--- config.mk ---
export PLATFORM = sky130hd
export DESIGN_NAME = imem_loader
export DESIGN_NICKNAME = d
export VERILOG_FILES = /design/src/rtl/imem_loader.sv
export SDC_FILE = /design/constraint.sdc
export NUM_CORES = 1
export LEC_CHECK = 0
export ABC_CLOCK_PERIOD_IN_PS = 4550
export BUFFER_PORTS_ARGS = -buffer_cell sky130_fd_sc_hd__buf_2
export CORE_UTILIZATION = 52
export CTS_BUF_LIST = sky130_fd_sc_hd__clkbuf_16
export DETAILED_ROUTE_END_ITERATION = 16
export GPL_TIMING_DRIVEN = 0
export HOLD_SLACK_MARGIN = 0.1
export PLACE_DENSITY = 0.72
export REMOVE_ABC_BUFFERS = 1
export SKIP_CTS_REPAIR_TIMING = 1
export SYNTH_ARGS = -nofsm -noshare
export SYNTH_HDL_FRONTEND = slang
export SYNTH_SLANG_ARGS = --single-unit
--- constraint.sdc ---
create_clock -name clk -period 4.55 [get_ports clk]
set_clock_uncertainty 0.1 [all_clocks]
set_input_delay 0.2275 -clock clk [delete_from_list [all_inputs] [get_ports clk]]
set_output_delay 0.2275 -clock clk [all_outputs]
set_load 0.02 [all_outputs]
--- src/rtl/imem_loader.sv ---
`timescale 1ns/1ps
// imem_loader: receives a length-prefixed little-endian byte stream and writes it
// word by word into the instruction memory while holding the CPU in reset.
// Stream format: 4-byte word count N, then N words of 4 bytes each.
module imem_loader #(
  parameter int MEM_WORDS      = 4096,
  parameter int TIMEOUT_CYCLES = 1000000
) (
  input  logic        clk,
  input  logic        reset,
  input  logic        start,
  input  logic [7:0]  rx_data,
  input  logic        rx_valid,
  output logic        rx_ready,
  output logic [31:0] mem_addr,
  output logic [31:0] mem_wdata,
  output logic        mem_we,
  output logic        cpu_hold,
  output logic        busy,
  output logic        done,
  output logic        error
);

  typedef enum logic [2:0] {
    IDLE,
    LEN,
    DATA,
    WRITE,
    DONE,
    ERR
  } state_t;

  localparam int TW = (TIMEOUT_CYCLES > 1) ? $clog2(TIMEOUT_CYCLES + 1) : 1;
  localparam logic [TW-1:0] TIMEOUT_LAST = TW'(TIMEOUT_CYCLES - 1);
  localparam logic [31:0]   MAX_WORDS    = 32'(MEM_WORDS);

  state_t        state;
  state_t        state_next;
  logic [1:0]    byte_cnt;
  logic [31:0]   word_idx;
  logic [31:0]   len_word;
  logic [31:0]   word_buf;
  logic [TW-1:0] tmo_cnt;

  logic          accept;
  logic          last_byte;
  logic          timeout_hit;
  logic          session_start;
  logic [31:0]   len_next;
  logic [31:0]   word_next;

  // Bytes arrive least significant first, so shifting each new byte in at the
  // top leaves byte k in bits [8k+7:8k] once four bytes have been taken.
  assign accept        = rx_valid && rx_ready;
  assign last_byte     = accept && (byte_cnt == 2'd3);
  assign timeout_hit   = !accept && (tmo_cnt == TIMEOUT_LAST);
  assign session_start = start && ((state == IDLE) || (state == ERR));
  assign len_next      = {rx_data, len_word[31:8]};
  assign word_next     = {rx_data, word_buf[31:8]};

  // Next-state decision for the session sequencer.
  always_comb begin
    state_next = state;
    case (state)
      IDLE: begin
        if (start) state_next = LEN;
      end
      LEN: begin
        if (last_byte) begin
          if (len_next == 32'd0)          state_next = DONE;
          else if (len_next > MAX_WORDS)  state_next = ERR;
          else                            state_next = DATA;
        end else if (timeout_hit) begin
          state_next = ERR;
        end
      end
      DATA: begin
        if (last_byte)        state_next = WRITE;
        else if (timeout_hit) state_next = ERR;
      end
      WRITE: begin
        if (word_idx + 32'd1 == len_word) state_next = DONE;
        else                              state_next = DATA;
      end
      DONE: begin
        state_next = IDLE;
      end
      ERR: begin
        if (start) state_next = LEN;
      end
      default: state_next = IDLE;
    endcase
  end

  // State, counters, datapath and registered outputs decoded from the next state.
  always_ff @(posedge clk) begin
    if (reset) begin
      state     <= IDLE;
      rx_ready  <= 1'b0;
      mem_we    <= 1'b0;
      mem_addr  <= 32'd0;
      mem_wdata <= 32'd0;
      cpu_hold  <= 1'b0;
      busy      <= 1'b0;
      done      <= 1'b0;
      error     <= 1'b0;
      byte_cnt  <= 2'd0;
      word_idx  <= 32'd0;
      len_word  <= 32'd0;
      word_buf  <= 32'd0;
      tmo_cnt   <= '0;
    end else begin
      state    <= state_next;
      rx_ready <= (state_next == LEN) || (state_next == DATA);
      busy     <= (state_next == LEN) || (state_next == DATA) || (state_next == WRITE);
      cpu_hold <= (state_next == LEN) || (state_next == DATA) ||
                  (state_next == WRITE) || (state_next == ERR);
      mem_we   <= (state_next == WRITE);

      if (session_start) begin
        done  <= 1'b0;
        error <= 1'b0;
      end else begin
        if (state_next == DONE) done  <= 1'b1;
        if (state_next == ERR)  error <= 1'b1;
      end

      if (session_start) begin
        byte_cnt <= 2'd0;
        word_idx <= 32'd0;
        len_word <= 32'd0;
        word_buf <= 32'd0;
        tmo_cnt  <= '0;
      end else if ((state == LEN) || (state == DATA)) begin
        if (accept) begin
          byte_cnt <= byte_cnt + 2'd1;
          tmo_cnt  <= '0;
          if (state == LEN) len_word <= len_next;
          else              word_buf <= word_next;
        end else if (timeout_hit) begin
          tmo_cnt <= '0;
        end else begin
          tmo_cnt <= tmo_cnt + TW'(1);
        end
        if ((state == DATA) && last_byte) begin
          mem_wdata <= word_next;
          mem_addr  <= word_idx << 2;
        end
      end else if (state == WRITE) begin
        word_idx <= word_idx + 32'd1;
      end
    end
  end

endmodule

==> results.json <==
{
  "max_freq_ghz": 0.277,
  "post_route_cells_drive_above_1_share_pct": 12.8,
  "setup_failing_eps_final": 0,
  "buffer_ports.inserted": 79,
  "crit_end_element": "flop",
  "clockRootBuffer": "sky130_fd_sc_hd__clkbuf_16",
  "cts-htree-levels": 4,
  "synth-compound-area-share_pct": 11.8,
  "fin_setup_tns_ns": 0,
  "syn_area_um2": 8280,
  "timing.hold.worst.start": "start",
  "place.detailed.hpwl_um": 12400,
  "coreArea_um2": 15400,
  "routedWlPerCell_um": 14.1,
  "drc": 0,
  "cts_buffer_depth": 2,
  "ys_async_sr_fraction_pct": 0,
  "power.density_cell_area_nw_per_um2": 331,
  "floorplan.rows": 45,
  "clk_transition_reported_paths_ns": 0.07,
  "layout_min_cycle_time_ns": 3.60,
  "initial_cell_density_of_the_core_pct": 53.9,
  "static-leakage-power_nw": 3.31,
  "worstPathCellList": "ha_1, nand3_1, or4_4, nor4_2, xnor2_1, o2111ai_2, nor3b_2, nand4b_2, a211oi_2, nor3_1",
  "totalWireLength_um": 18400,
  "area_growth_from_synthesis_to_final_layout_pct": 12.1,
  "timing.setup.critical_path_class": "reg2reg",
  "place_ws_ns": 1.01,
  "avgViaCountPerCell": 5.38,
  "grt_pass1_vias": 6309,
  "result_of_the_run": "finished clean",
  "place_congestion": 0.864,
  "timing_hold_violations_final": 0,
  "grt_start_max_net_pins": 71,
  "cp_max_fanout": 8,
  "pin_count": 82,
  "most-common-layout-cells": "sky130_fd_sc_hd__nand2_1 (279), sky130_fd_sc_hd__dfxtp_1 (181), sky130_fd_sc_hd__a21oi_1 (139)",
  "synth_top_family_by_area": "simple AND/OR/NAND/NOR gates",
  "insertion_delay_ns": 0.43,
  "worst_path_dominant_cell_family": "simple AND/OR/NAND/NOR gates",
  "register_area_share_after_synthesis_pct": 43.8,
  "finish.instance_area_um2": 9280,
  "dieWidth_um": 128,
  "tritoncts_clock_tree": "done",
  "cap_violations": 0,
  "wire_length_of_the_first_global_routing_pass_um": 30400,
  "drtPass1Iterations": 5,
  "worstPathArrival_ns": 3.75,
  "cts.sinks": 181,
  "max_stage_delay_ns": 0.56,
  "rr_endpoint": "busy",
  "synth.area.mux_share_pct": 0.876,
  "floorplan.die.height_um": 128,
  "total_number_of_vias": 7044,
  "drt-initial-drc-count": 442,
  "placed_cell_area_um2": 8640,
  "synth_ff_type": "sky130_fd_sc_hd__dfxtp_1",
  "synth_enable_flop_cells": 0,
  "die_area_um2": 16400,
  "hp-class": "in2reg",
  "worstMarginPinSlew_ns": 1.29,
  "finalCoreUtilization_pct": 60.4,
  "ys_warn_count": 0,
  "min_delay_worst_endpoint": "state[0]",
  "initial_antenna_violation_count": 0,
  "startpoint_of_the_most_critical_register_to_register_path": "word_idx[0]",
  "synthesis.instances": 1047,
  "synth.ff_latch_count": 181,
  "synthTopCellsByArea": "sky130_fd_sc_hd__dfxtp_1 (44%), sky130_fd_sc_hd__nand2_1 (13%), sky130_fd_sc_hd__a21oi_1 (8.4%), sky130_fd_sc_hd__xnor2_1 (5.0%), sky130_fd_sc_hd__xor2_1 (4.2%)",
  "peak_vdd_ir_v": 0.000251,
  "synth_area_leader_cell": "sky130_fd_sc_hd__dfxtp_1",
  "worst_setup_path_start_kind": "flop",
  "synth_simple_gate_area_share_pct": 28.3,
  "avgSynthCellArea_um2": 7.91,
  "final-max-slew-violation-count": 0,
  "n_antenna_cell": 0,
  "worst-r2r-setup-slack_ns": 0.95,
  "timing.critical_path.slowest_stage_cell": "sky130_fd_sc_hd__or4_4",
  "worstHoldPathCells": 5,
  "nets": 1101,
  "synthXorXnorAreaFrac_pct": 9.20,
  "drt.antenna.violating_nets": 0,
  "layout.cells.most_common": "sky130_fd_sc_hd__nand2_1",
  "synth_largest_type_area_fraction_pct": 43.8,
  "synthDistinctLibCells": 65,
  "reg2regPathDepth": 10,
  "layout_setup_ws_ns": 0.945,
  "setup_repair_after_global_routing_missed_its_margin": "false",
  "post_synth_fa_ha_maj_area_fraction_pct": 0.604,
  "grt_util_all_layers_pct": 23.0,
  "timing.max_slew.rel_slack_pct": 13.8,
  "grt_overflow_total": 0,
  "min_period_over_period_pct": 79.2,
  "cts_buffers": 17,
  "worst_ep_required_time_ns": 4.70,
  "critical_path.n_buffers_inverters": 0
}
-- cell type report --
type | instances | area (um^2)
Clock buffer | 17 | 425
Clock inverter | 15 | 130
Inverter | 11 | 41.3
Fill cell | 1437 | 6090
Multi-Input combinational cell | 782 | 4230
Tap cell | 211 | 264
Sequential cell | 181 | 3620
Timing Repair Buffer | 92 | 566
-- state kept, by name (all words and copies together) (netlist names) --
signal / count
cpu_hold: 1
busy: 1
done: 1
mem_addr: 30
len_word: 32
mem_we: 1
word_buf: 24
rx_ready: 1
state: 3
error: 1
tmo_cnt: 20
mem_wdata: 32
word_idx: 32
byte_cnt: 2
-- metrics by stage --
stage | power, mW | std cells | hold slack (ns)
finish | 3.07 | 1309 | 0.215
global route | 3.17 | 1309 | 0.260
detailed placement | 1.71 | 1269 | 0.343
floorplan | 1.67 | 974 | 0.197
CTS | 3.09 | 1301 | -0.0325
global placement | 1.71 | 1264 | 0.339
-- tightest hold or removal path: stages --
cell	delay, ns
sky130_fd_sc_hd__buf_2	0.13
sky130_fd_sc_hd__nor2_1	0.05
sky130_fd_sc_hd__a21oi_1	0.11
sky130_fd_sc_hd__a21oi_1	0.11
sky130_fd_sc_hd__nor2_1	0.08
-- cells by family (layout without fill, tap and decap cells) --
logic type	Yosys count	count (layout)
flops	181	181
mux	7	7
fa+ha+maj	4	4
compound gates	179	179
simple gates	503	503
other cells	1	2
xor+xnor	87	87
buf+inv	85	135
-- worst max-delay path by stage --
stage / cells after the start / from / endpoint / slack [ns]
3_5_place_dp: 10 / word_idx[0] / busy / 1.01
3_3_place_gp: 5 / rx_ready / mem_wdata[17] / 0.74
2_1_floorplan: 10 / word_idx[0] / rx_ready / 1.57
6_report: 10 / word_idx[0] / busy / 0.95
4_1_cts: 10 / word_idx[0] / busy / 0.97
5_1_grt: 10 / word_idx[0] / busy / 0.75
-- per-layer routing --
layer  global-route usage (%)  up-vias  share of wire, %
met1                     31.2     3305                48
li1                         -     3584                 -
met3                     4.05       21               3.6
met2                     36.8      134                47
met4                     7.68        0               1.3
met5                        0        -                 0
-- report_power, final --
part | internal [mW] | switching (mW)
clock | 0.759 | 0.630
sequential | 1.59 | 0.00485
combinational | 0.0259 | 0.0632
-- synthesized netlist by cell type, types with 8 or more instances --
library cell and n:
sky130_fd_sc_hd__a21oi_1 139, sky130_fd_sc_hd__buf_4 8, sky130_fd_sc_hd__clkbuf_1 51, sky130_fd_sc_hd__dfxtp_1 181, sky130_fd_sc_hd__inv_1 11, sky130_fd_sc_hd__nand2_1 280, sky130_fd_sc_hd__nand3_1 27, sky130_fd_sc_hd__nand4_1 20
sky130_fd_sc_hd__nor2_1 79, sky130_fd_sc_hd__nor3_1 13, sky130_fd_sc_hd__nor4_1 21, sky130_fd_sc_hd__o21ai_0 13, sky130_fd_sc_hd__or3_1 9, sky130_fd_sc_hd__xnor2_1 47, sky130_fd_sc_hd__xor2_1 40
(Power assumes the default switching activity.)
